## config.mk

```make
export PLATFORM = sky130hd
export DESIGN_NAME = if_id_stage_buffer
export DESIGN_NICKNAME = d
export VERILOG_FILES = /design/src/rtl/pipeline_pkg.sv /design/src/rtl/if_id_entry_reg.sv /design/src/rtl/if_id_stage_buffer.sv
export SDC_FILE = /design/constraint.sdc
export NUM_CORES = 1
export LEC_CHECK = 0
export BUFFER_PORTS_ARGS = -buffer_cell sky130_fd_sc_hd__clkbuf_2
export CORE_ASPECT_RATIO = 1.25
export CORE_MARGIN = 2
export CORE_UTILIZATION = 33
export CTS_CLUSTER_DIAMETER = 40
export DETAILED_ROUTE_END_ITERATION = 16
export PLACE_DENSITY_LB_ADDON = 0.05
export SKIP_CTS_REPAIR_TIMING = 1
export SYNTH_ARGS = -nofsm -noshare
export SYNTH_HDL_FRONTEND = slang
export SYNTH_SLANG_ARGS = --single-unit
```

## constraint.sdc

```tcl
create_clock -name Clk -period 7.2 [get_ports Clk]
set_clock_uncertainty 0.2 [all_clocks]
set_input_delay 0.72 -clock Clk [delete_from_list [all_inputs] [get_ports Clk]]
set_output_delay 0.72 -clock Clk [all_outputs]
set_load 0.005 [all_outputs]
```

## src/rtl/pipeline_pkg.sv

```systemverilog
`default_nettype none
// ============================================================================
// Module      : pipeline_pkg
// Description : Constants and types shared by the fetch/decode boundary logic.
//               - DATA_WIDTH   : width of PC and instruction words
//               - PC_INCREMENT : constant added to a captured PC
//               - NOP_INSTR    : instruction shown to decode when nothing valid
//               - occ_state_e  : occupancy of the two-entry skid buffer
//               - if_id_entry_t: one buffered {pc, pc_plus4, instr} record
// Revision    : 1.0 - initial release
// ============================================================================
package pipeline_pkg;

    localparam int                  DATA_WIDTH   = 32;
    localparam logic [DATA_WIDTH-1:0] PC_INCREMENT = 32'd4;
    localparam logic [DATA_WIDTH-1:0] NOP_INSTR    = 32'h0000_0000;

    // Occupancy of the buffer; the encoding is also the entry count.
    typedef enum logic [1:0] {
        OCC_EMPTY = 2'd0,
        OCC_ONE   = 2'd1,
        OCC_FULL  = 2'd2
    } occ_state_e;

    typedef struct packed {
        logic [DATA_WIDTH-1:0] pc;
        logic [DATA_WIDTH-1:0] pc_plus4;
        logic [DATA_WIDTH-1:0] instr;
    } if_id_entry_t;

    // Build an entry from a fetched {PC, instruction} pair. The sum wraps
    // modulo 2^DATA_WIDTH, so the last word of the address space yields 0.
    function automatic if_id_entry_t make_entry(
        input logic [DATA_WIDTH-1:0] pc,
        input logic [DATA_WIDTH-1:0] instr
    );
        if_id_entry_t e;
        e.pc       = pc;
        e.pc_plus4 = pc + PC_INCREMENT;
        e.instr    = instr;
        return e;
    endfunction

endpackage : pipeline_pkg
`default_nettype wire

```

## src/rtl/if_id_entry_reg.sv

```systemverilog
`default_nettype none
// ============================================================================
// Module      : if_id_entry_reg
// Description : One 96-bit {pc, pc_plus4, instr} storage slot of the IF/ID
//               buffer, with load enable and synchronous clear.
// Ports       : clk_i   - clock
//               clear_i - synchronous clear to all-zero (wins over load)
//               load_i  - capture d_i on this edge
//               d_i     - entry to capture
//               q_o     - stored entry
// Revision    : 1.0 - initial release
// ============================================================================
module if_id_entry_reg
    import pipeline_pkg::*;
(
    input  logic         clk_i,
    input  logic         clear_i,
    input  logic         load_i,
    input  if_id_entry_t d_i,
    output if_id_entry_t q_o
);

    if_id_entry_t entry_q;

    always_ff @(posedge clk_i) begin
        if (clear_i) begin
            entry_q <= '0;
        end else if (load_i) begin
            entry_q <= d_i;
        end
    end

    assign q_o = entry_q;

endmodule : if_id_entry_reg
`default_nettype wire

```

## src/rtl/if_id_stage_buffer.sv

```systemverilog
`default_nettype none
// ============================================================================
// Module      : if_id_stage_buffer
// Description : Fetch-to-decode boundary register. Captures {PC, instruction}
//               plus PC+4 and hands them to decode through a valid/ready
//               handshake using a two-entry skid buffer (head + skid), so
//               streaming runs at full rate and decode backpressure never
//               loses or duplicates an entry. Flush squashes everything held.
// Ports       : Clk, Reset          - clock, synchronous active-high reset
//               PCIn, InstructionIn - fetched PC and instruction word
//               InValid / InReady   - upstream handshake
//               Flush               - drop all buffered entries
//               PCOut, PCPlus4Out,
//               InstructionOut      - head entry (zero / NOP when not valid)
//               OutValid / OutReady - downstream handshake
// Revision    : 1.0 - initial release
// ============================================================================
module if_id_stage_buffer
    import pipeline_pkg::*;
(
    input  logic                  Clk,
    input  logic                  Reset,
    input  logic [DATA_WIDTH-1:0] PCIn,
    input  logic [DATA_WIDTH-1:0] InstructionIn,
    input  logic                  InValid,
    output logic                  InReady,
    input  logic                  Flush,
    output logic [DATA_WIDTH-1:0] PCOut,
    output logic [DATA_WIDTH-1:0] PCPlus4Out,
    output logic [DATA_WIDTH-1:0] InstructionOut,
    output logic                  OutValid,
    input  logic                  OutReady
);

    occ_state_e   state_q;
    occ_state_e   state_d;

    logic         w_in_ready;
    logic         w_out_valid;
    logic         w_accept;
    logic         w_consume;
    logic         w_clear;
    logic         w_head_load;
    logic         w_skid_load;
    if_id_entry_t w_new_entry;
    if_id_entry_t w_head_d;
    if_id_entry_t w_head_q;
    if_id_entry_t w_skid_q;

    // ------------------------------------------------------------------
    // Handshake qualifiers
    // ------------------------------------------------------------------
    assign w_accept  = InValid & w_in_ready;
    assign w_consume = w_out_valid & OutReady;

    // Both slots are wiped on reset and on flush, so nothing stale can be
    // promoted to the head later.
    assign w_clear   = Reset | Flush;

    // PC+4 is formed once at capture and travels with the entry.
    assign w_new_entry = make_entry(PCIn, InstructionIn);

    // ------------------------------------------------------------------
    // FSM: state register
    // ------------------------------------------------------------------
    always_ff @(posedge Clk) begin
        if (Reset) begin
            state_q <= OCC_EMPTY;
        end else begin
            state_q <= state_d;
        end
    end

    // ------------------------------------------------------------------
    // FSM: next state
    // ------------------------------------------------------------------
    always_comb begin
        state_d = state_q;
        if (Flush) begin
            // A same-cycle accept is discarded; a same-cycle consume has
            // already been seen by decode, so there is nothing to undo.
            state_d = OCC_EMPTY;
        end else begin
            unique case (state_q)
                OCC_EMPTY: begin
                    if (w_accept) begin
                        state_d = OCC_ONE;
                    end
                end
                OCC_ONE: begin
                    if (w_accept && !w_consume) begin
                        state_d = OCC_FULL;
                    end else if (!w_accept && w_consume) begin
                        state_d = OCC_EMPTY;
                    end
                end
                OCC_FULL: begin
                    if (w_consume) begin
                        state_d = OCC_ONE;
                    end
                end
                default: begin
                    state_d = OCC_EMPTY;
                end
            endcase
        end
    end

    // ------------------------------------------------------------------
    // FSM: outputs (state-only, so InReady has no path from OutReady)
    // ------------------------------------------------------------------
    always_comb begin
        w_out_valid = 1'b0;
        w_in_ready  = 1'b0;
        unique case (state_q)
            OCC_EMPTY: begin
                w_out_valid = 1'b0;
                w_in_ready  = 1'b1;
            end
            OCC_ONE: begin
                w_out_valid = 1'b1;
                w_in_ready  = 1'b1;
            end
            OCC_FULL: begin
                w_out_valid = 1'b1;
                w_in_ready  = 1'b0;
            end
            default: begin
                w_out_valid = 1'b0;
                w_in_ready  = 1'b0;
            end
        endcase
        // Nothing is accepted while reset is held.
        if (Reset) begin
            w_in_ready = 1'b0;
        end
    end

    // ------------------------------------------------------------------
    // Datapath steering
    //   head loads : new entry into EMPTY, new entry replacing a consumed
    //                head in ONE, or the skid entry moving up from FULL.
    //   skid loads : new entry arriving in ONE while the head is held.
    // ------------------------------------------------------------------
    always_comb begin
        w_head_load = 1'b0;
        w_skid_load = 1'b0;
        w_head_d    = w_new_entry;
        unique case (state_q)
            OCC_EMPTY: begin
                w_head_load = w_accept;
            end
            OCC_ONE: begin
                w_head_load = w_accept & w_consume;
                w_skid_load = w_accept & ~w_consume;
            end
            OCC_FULL: begin
                w_head_load = w_consume;
                w_head_d    = w_skid_q;
            end
            default: begin
                w_head_load = 1'b0;
            end
        endcase
    end

    if_id_entry_reg u_head (
        .clk_i   (Clk),
        .clear_i (w_clear),
        .load_i  (w_head_load),
        .d_i     (w_head_d),
        .q_o     (w_head_q)
    );

    if_id_entry_reg u_skid (
        .clk_i   (Clk),
        .clear_i (w_clear),
        .load_i  (w_skid_load),
        .d_i     (w_new_entry),
        .q_o     (w_skid_q)
    );

    // ------------------------------------------------------------------
    // Outputs: an invalid head always shows zero PCs and a NOP, whatever
    // happens to be sitting in storage.
    // ------------------------------------------------------------------
    assign InReady        = w_in_ready;
    assign OutValid       = w_out_valid;
    assign PCOut          = w_out_valid ? w_head_q.pc       : '0;
    assign PCPlus4Out     = w_out_valid ? w_head_q.pc_plus4 : '0;
    assign InstructionOut = w_out_valid ? w_head_q.instr    : NOP_INSTR;

endmodule : if_id_stage_buffer
`default_nettype wire

```

==> impl_summary.txt <==
----------------------------------------------------
[Flow run]
  Maxcap violations ... 0

[Synthesis]
  Net Count, Synth ... 1133
  Share of async-settable or async-resettable flops after synthesis ... 0%
  Synth Cell Area ... 0.00877 mm2
  Synthesized flop and latch total ... 190
  Prevailing post-synth register cell ... sky130_fd_sc_hd__dfxtp_1
  Synthesized area per cell ... 8.30 um2
  Yosys warning count ... 0
  Number of library cell types mapped by synthesis ... 44
  Synthesized instance count ... 1057
  Register area share after synthesis ... 43.4%
  Post-synth EDFFs ... 0

[Place]
  Number of input and output port buffers inserted ... 166
  Sum of net half-perimeters after detailed placement ... 14700 um
  Number of placed cells counting well taps ... 1478
  Routability-driven placement congestion ratio ... 0.724

[Critical path]
  Largest fanout on the critical path ... 32
  Most prevalent standard cell on the critical path ... sky130_fd_sc_hd__nor2_1
  WP data arrival ... 3370 ps
  Critical path buffers and inverters ... 1
  Chain of cells forming the critical path ... inv_1, ha_1, nor2_1, nor2_1, ha_1, a22oi_1, a21o_2, nor2_1, nand2_1, o211ai_1
  Register-to-register setup slack ... 3920 ps
  Classification of the worst setup path ... reg2reg
  Critical-path top delay cell ... sky130_fd_sc_hd__a21o_2
  Max incr delay on CP ... 700 ps
  Kind of cell adding the most delay to the critical path ... compound AO/OA/AOI/OAI gates
  Required time worst endpoint ... 7290 ps
  Crit path launch type ... register
  Stages on the worst setup path ... 10
  Type of destination of the critical path ... register
  Reg2Reg Depth ... 10

[Clock tree]
  Clock insertion delay at the later pin of the skew report ... 430 ps
  Root cell of the clock tree ... sky130_fd_sc_hd__clkbuf_16
  Clock Path Buffers ... 2
  TritonCTS Buffers ... 17
  Reg clk slew, reported paths ... 70 ps
  TritonCTS clock tree ... done
  Number of sinks driven by the clock tree ... 190
  Number of levels the H-tree was split into ... 4

[Route]
  Via/cell ratio ... 4.90
  Routed len/inst ... 15.9 um
  TritonRoute pass-1 iters ... 4
  Post-detailed-routing wire length ... 24000 um
  Total via count after detailed routing ... 7400
  Residual antenna-violating net count after detailed routing ... 0
  Iteration-0 DRC count of the detailed router ... 386
  DRC violation count after routing ... 0

[Layout]
  Post-Route Utilization ... 39.3%
  Share of post-route cells with drive strength above 1 ... 18.6%
  Filler cell count in the final layout ... 2800
  Area grow syn2layout ... 16.8%
  Final antenna diode count ... 0
  Net count, final ... 1233
  Final non-filler cell total ... 1509

[Pwr]
  Internal power of the cells ... 0.00164 W
  P_leak ... 3.71 nW
  Relative contribution of sequential cells to total power ... 49.4%
  Power density over the cells ... 213 mW/mm2
  Sw frac ... 24.7%
  Proportion of power drawn by combinational gates ... 7.6%
  Worst voltage drop across the vdd grid ... 161 uV
  Final total power ... 0.00218 W
  Relative contribution of the clock network to total power ... 42.9%
  Sw Pwr ... 0.000538 W

[Timing]
  Upper clock frequency limit ... 305 MHz
  Setup repair after global routing missed its margin ... false
  Setup TNS Final ... 0 ps
  Minimum period implied by the final worst setup slack ... 3280 ps
  Number of setup violations in the final report ... 0
  Hold violation count in the final report ... 0
  Max-slew violation count ... 0
  Max_slew headroom ... 34.3%
  Final worst-path cycle share ... 45.6%
  Minimum hold slack ... 252 ps
  Actual slew at the worst max-slew pin ... 985 ps

[Global route]
  All-layer global routing usage ... 17.4%
  First-pass GRT wire length ... 39000 um
  Grt total ovfl ... 0
  Maximum number of pins on one net before global-route repair ... 96
  Number of global-route vias before repair ... 7144
  Number of antenna violations at the first check in global routing ... 0

[Die]
  Boundary pin count ... 167
  Placement Rows ... 66
  Floorplan Core Area ... 0.0261 mm2
  Vert. Die Dim ... 186 um
  Initial Utilization ... 33.6%
  Die Area ... 0.0279 mm2
  Horizontal die dimension ... 150 um

[Min path]
  Number of instances on the worst hold path ... 2
  Worst hold path class ... reg2reg

[Outcome]
  Result of the run ... complete, no violations

----------------------------------------------------
## area by class of cell
class / instances / area (um2) / share of cell area (%)
clock buffers: 22 / 454 / 4.43
inverters: 8 / 30.0 / 0.293
flip-flops and latches: 190 / 3800 / 37.1
well taps: 340 / 425 / 4.15
clock inverters: 9 / 113 / 1.10
repair buffers: 175 / 898 / 8.77
multi-input cells: 765 / 4520 / 44.1
## final timing paths
kind | endpoint | startpoint
worst min-delay path | u_skid.q_o[43]$_SDFFE_PP0P_ | u_skid.q_o[43]$_SDFFE_PP0P_
worst min register to register | u_skid.q_o[43]$_SDFFE_PP0P_ | u_skid.q_o[43]$_SDFFE_PP0P_
worst max register to register | u_head.q_o[54]$_SDFFE_PP0P_ | state_q[1]$_SDFFE_PP0P_
worst max-delay path | u_head.q_o[54]$_SDFFE_PP0P_ | state_q[1]$_SDFFE_PP0P_
## placed cells by master, fill, tap and decap left out, types with 2 or more instances in the layout
cell / n
sky130_fd_sc_hd__clkinvlp_4: 4
sky130_fd_sc_hd__and2_1: 96
sky130_fd_sc_hd__nand2_1: 166
sky130_fd_sc_hd__clkbuf_16: 17
sky130_fd_sc_hd__buf_4: 9
sky130_fd_sc_hd__inv_1: 8
sky130_fd_sc_hd__mux2i_1: 67
sky130_fd_sc_hd__o22ai_1: 9
sky130_fd_sc_hd__nand3_1: 21
sky130_fd_sc_hd__clkbuf_1: 4
sky130_fd_sc_hd__ha_1: 5
sky130_fd_sc_hd__dfxtp_1: 190
sky130_fd_sc_hd__nor4_1: 2
sky130_fd_sc_hd__nand2b_1: 8
sky130_fd_sc_hd__and3_1: 9
sky130_fd_sc_hd__a21oi_1: 105
sky130_fd_sc_hd__and4_2: 2
sky130_fd_sc_hd__nor3_1: 9
sky130_fd_sc_hd__nand4_1: 17
sky130_fd_sc_hd__nor2_1: 93
sky130_fd_sc_hd__xor2_1: 11
sky130_fd_sc_hd__clkbuf_2: 166
sky130_fd_sc_hd__xnor2_1: 15
sky130_fd_sc_hd__bufinv_16: 2
sky130_fd_sc_hd__a211oi_1: 68
sky130_fd_sc_hd__a31oi_1: 2
sky130_fd_sc_hd__o211ai_1: 10
sky130_fd_sc_hd__o21ai_0: 23
sky130_fd_sc_hd__and4_1: 7
## cells in the mapped netlist, types with 2 or more instances
library cell	number	area share, %
sky130_fd_sc_hd__dfxtp_1	190	43
sky130_fd_sc_hd__nand2b_1	8	0.57
sky130_fd_sc_hd__buf_4	4	0.34
sky130_fd_sc_hd__nor2_1	94	4.0
sky130_fd_sc_hd__ha_1	7	1.0
sky130_fd_sc_hd__clkbuf_1	63	2.7
sky130_fd_sc_hd__and2_1	97	6.9
sky130_fd_sc_hd__nor4_1	2	0.14
sky130_fd_sc_hd__clkbuf_8	3	0.47
sky130_fd_sc_hd__inv_1	8	0.34
sky130_fd_sc_hd__buf_6	3	0.39
sky130_fd_sc_hd__a31oi_1	2	0.14
sky130_fd_sc_hd__buf_1	5	0.21
sky130_fd_sc_hd__and4_2	2	0.23
sky130_fd_sc_hd__nand3_1	21	1.2
sky130_fd_sc_hd__buf_8	2	0.34
sky130_fd_sc_hd__o211ai_1	10	0.86
sky130_fd_sc_hd__a21oi_1	106	6.0
sky130_fd_sc_hd__xnor2_1	15	1.5
sky130_fd_sc_hd__o22ai_1	9	0.64
sky130_fd_sc_hd__and4_1	7	0.70
sky130_fd_sc_hd__nand4_1	17	1.2
sky130_fd_sc_hd__o21ai_0	23	1.3
sky130_fd_sc_hd__and3_1	9	0.64
sky130_fd_sc_hd__nor3_1	9	0.51
sky130_fd_sc_hd__buf_2	14	0.80
sky130_fd_sc_hd__mux2i_1	67	7.6
sky130_fd_sc_hd__xor2_1	11	1.1
sky130_fd_sc_hd__a211oi_1	68	5.8
sky130_fd_sc_hd__nand2_1	167	7.1
## stage by stage
step,worst slack [ps],instance area (um2)
floorplan,4700,8770
global placement,3840,9680
detailed placement,3790,9680
CTS,3820,10200
global route,3600,10200
finish,3920,10200
## power by group through the flow
stage                     Sequential, W  Clock [W]  Combinational [W]
after floorplan                 0.00110          0           0.000108
after global placement          0.00110          0           0.000170
after detailed placement        0.00110          0           0.000170
after CTS                       0.00108   0.000974           0.000171
after global routing            0.00108    0.00101           0.000190
final                           0.00108   0.000937           0.000167
## flip-flops by register name, summed over array words and instances (netlist names)
register	flops
u_skid.q_o	94
u_head.q_o	94
state_q	2
## metal layers
metal	routed length, um	part of all wire [%]	up-vias	global-route usage, %
li1	-	-	3822	-
met1	11000	46	3434	22.3
met2	11600	48	129	29.3
met3	1080	4.5	15	3.91
met4	262	1.1	0	4.64
met5	0	0	-	0
## worst min-delay path, cell delays in order (launching register included)
cell,delay (ps)
sky130_fd_sc_hd__dfxtp_1,310
sky130_fd_sc_hd__nand2_1,50
sky130_fd_sc_hd__a21oi_1,50
## kinds of logic (layout without fill, tap and decap cells)
group	after synthesis	in the layout	share of synthesized area, %
buffers and inverters	102	214	5.59
flip-flops	190	190	43.4
AND/OR/NAND/NOR	441	441	24.3
AO/OA/AOI/OAI	224	224	15.5
multiplexers	67	67	7.64
adder cells (fa/ha/maj)	7	7	0.998
XOR/XNOR	26	26	2.60
Power figures use the tool's default switching activity.
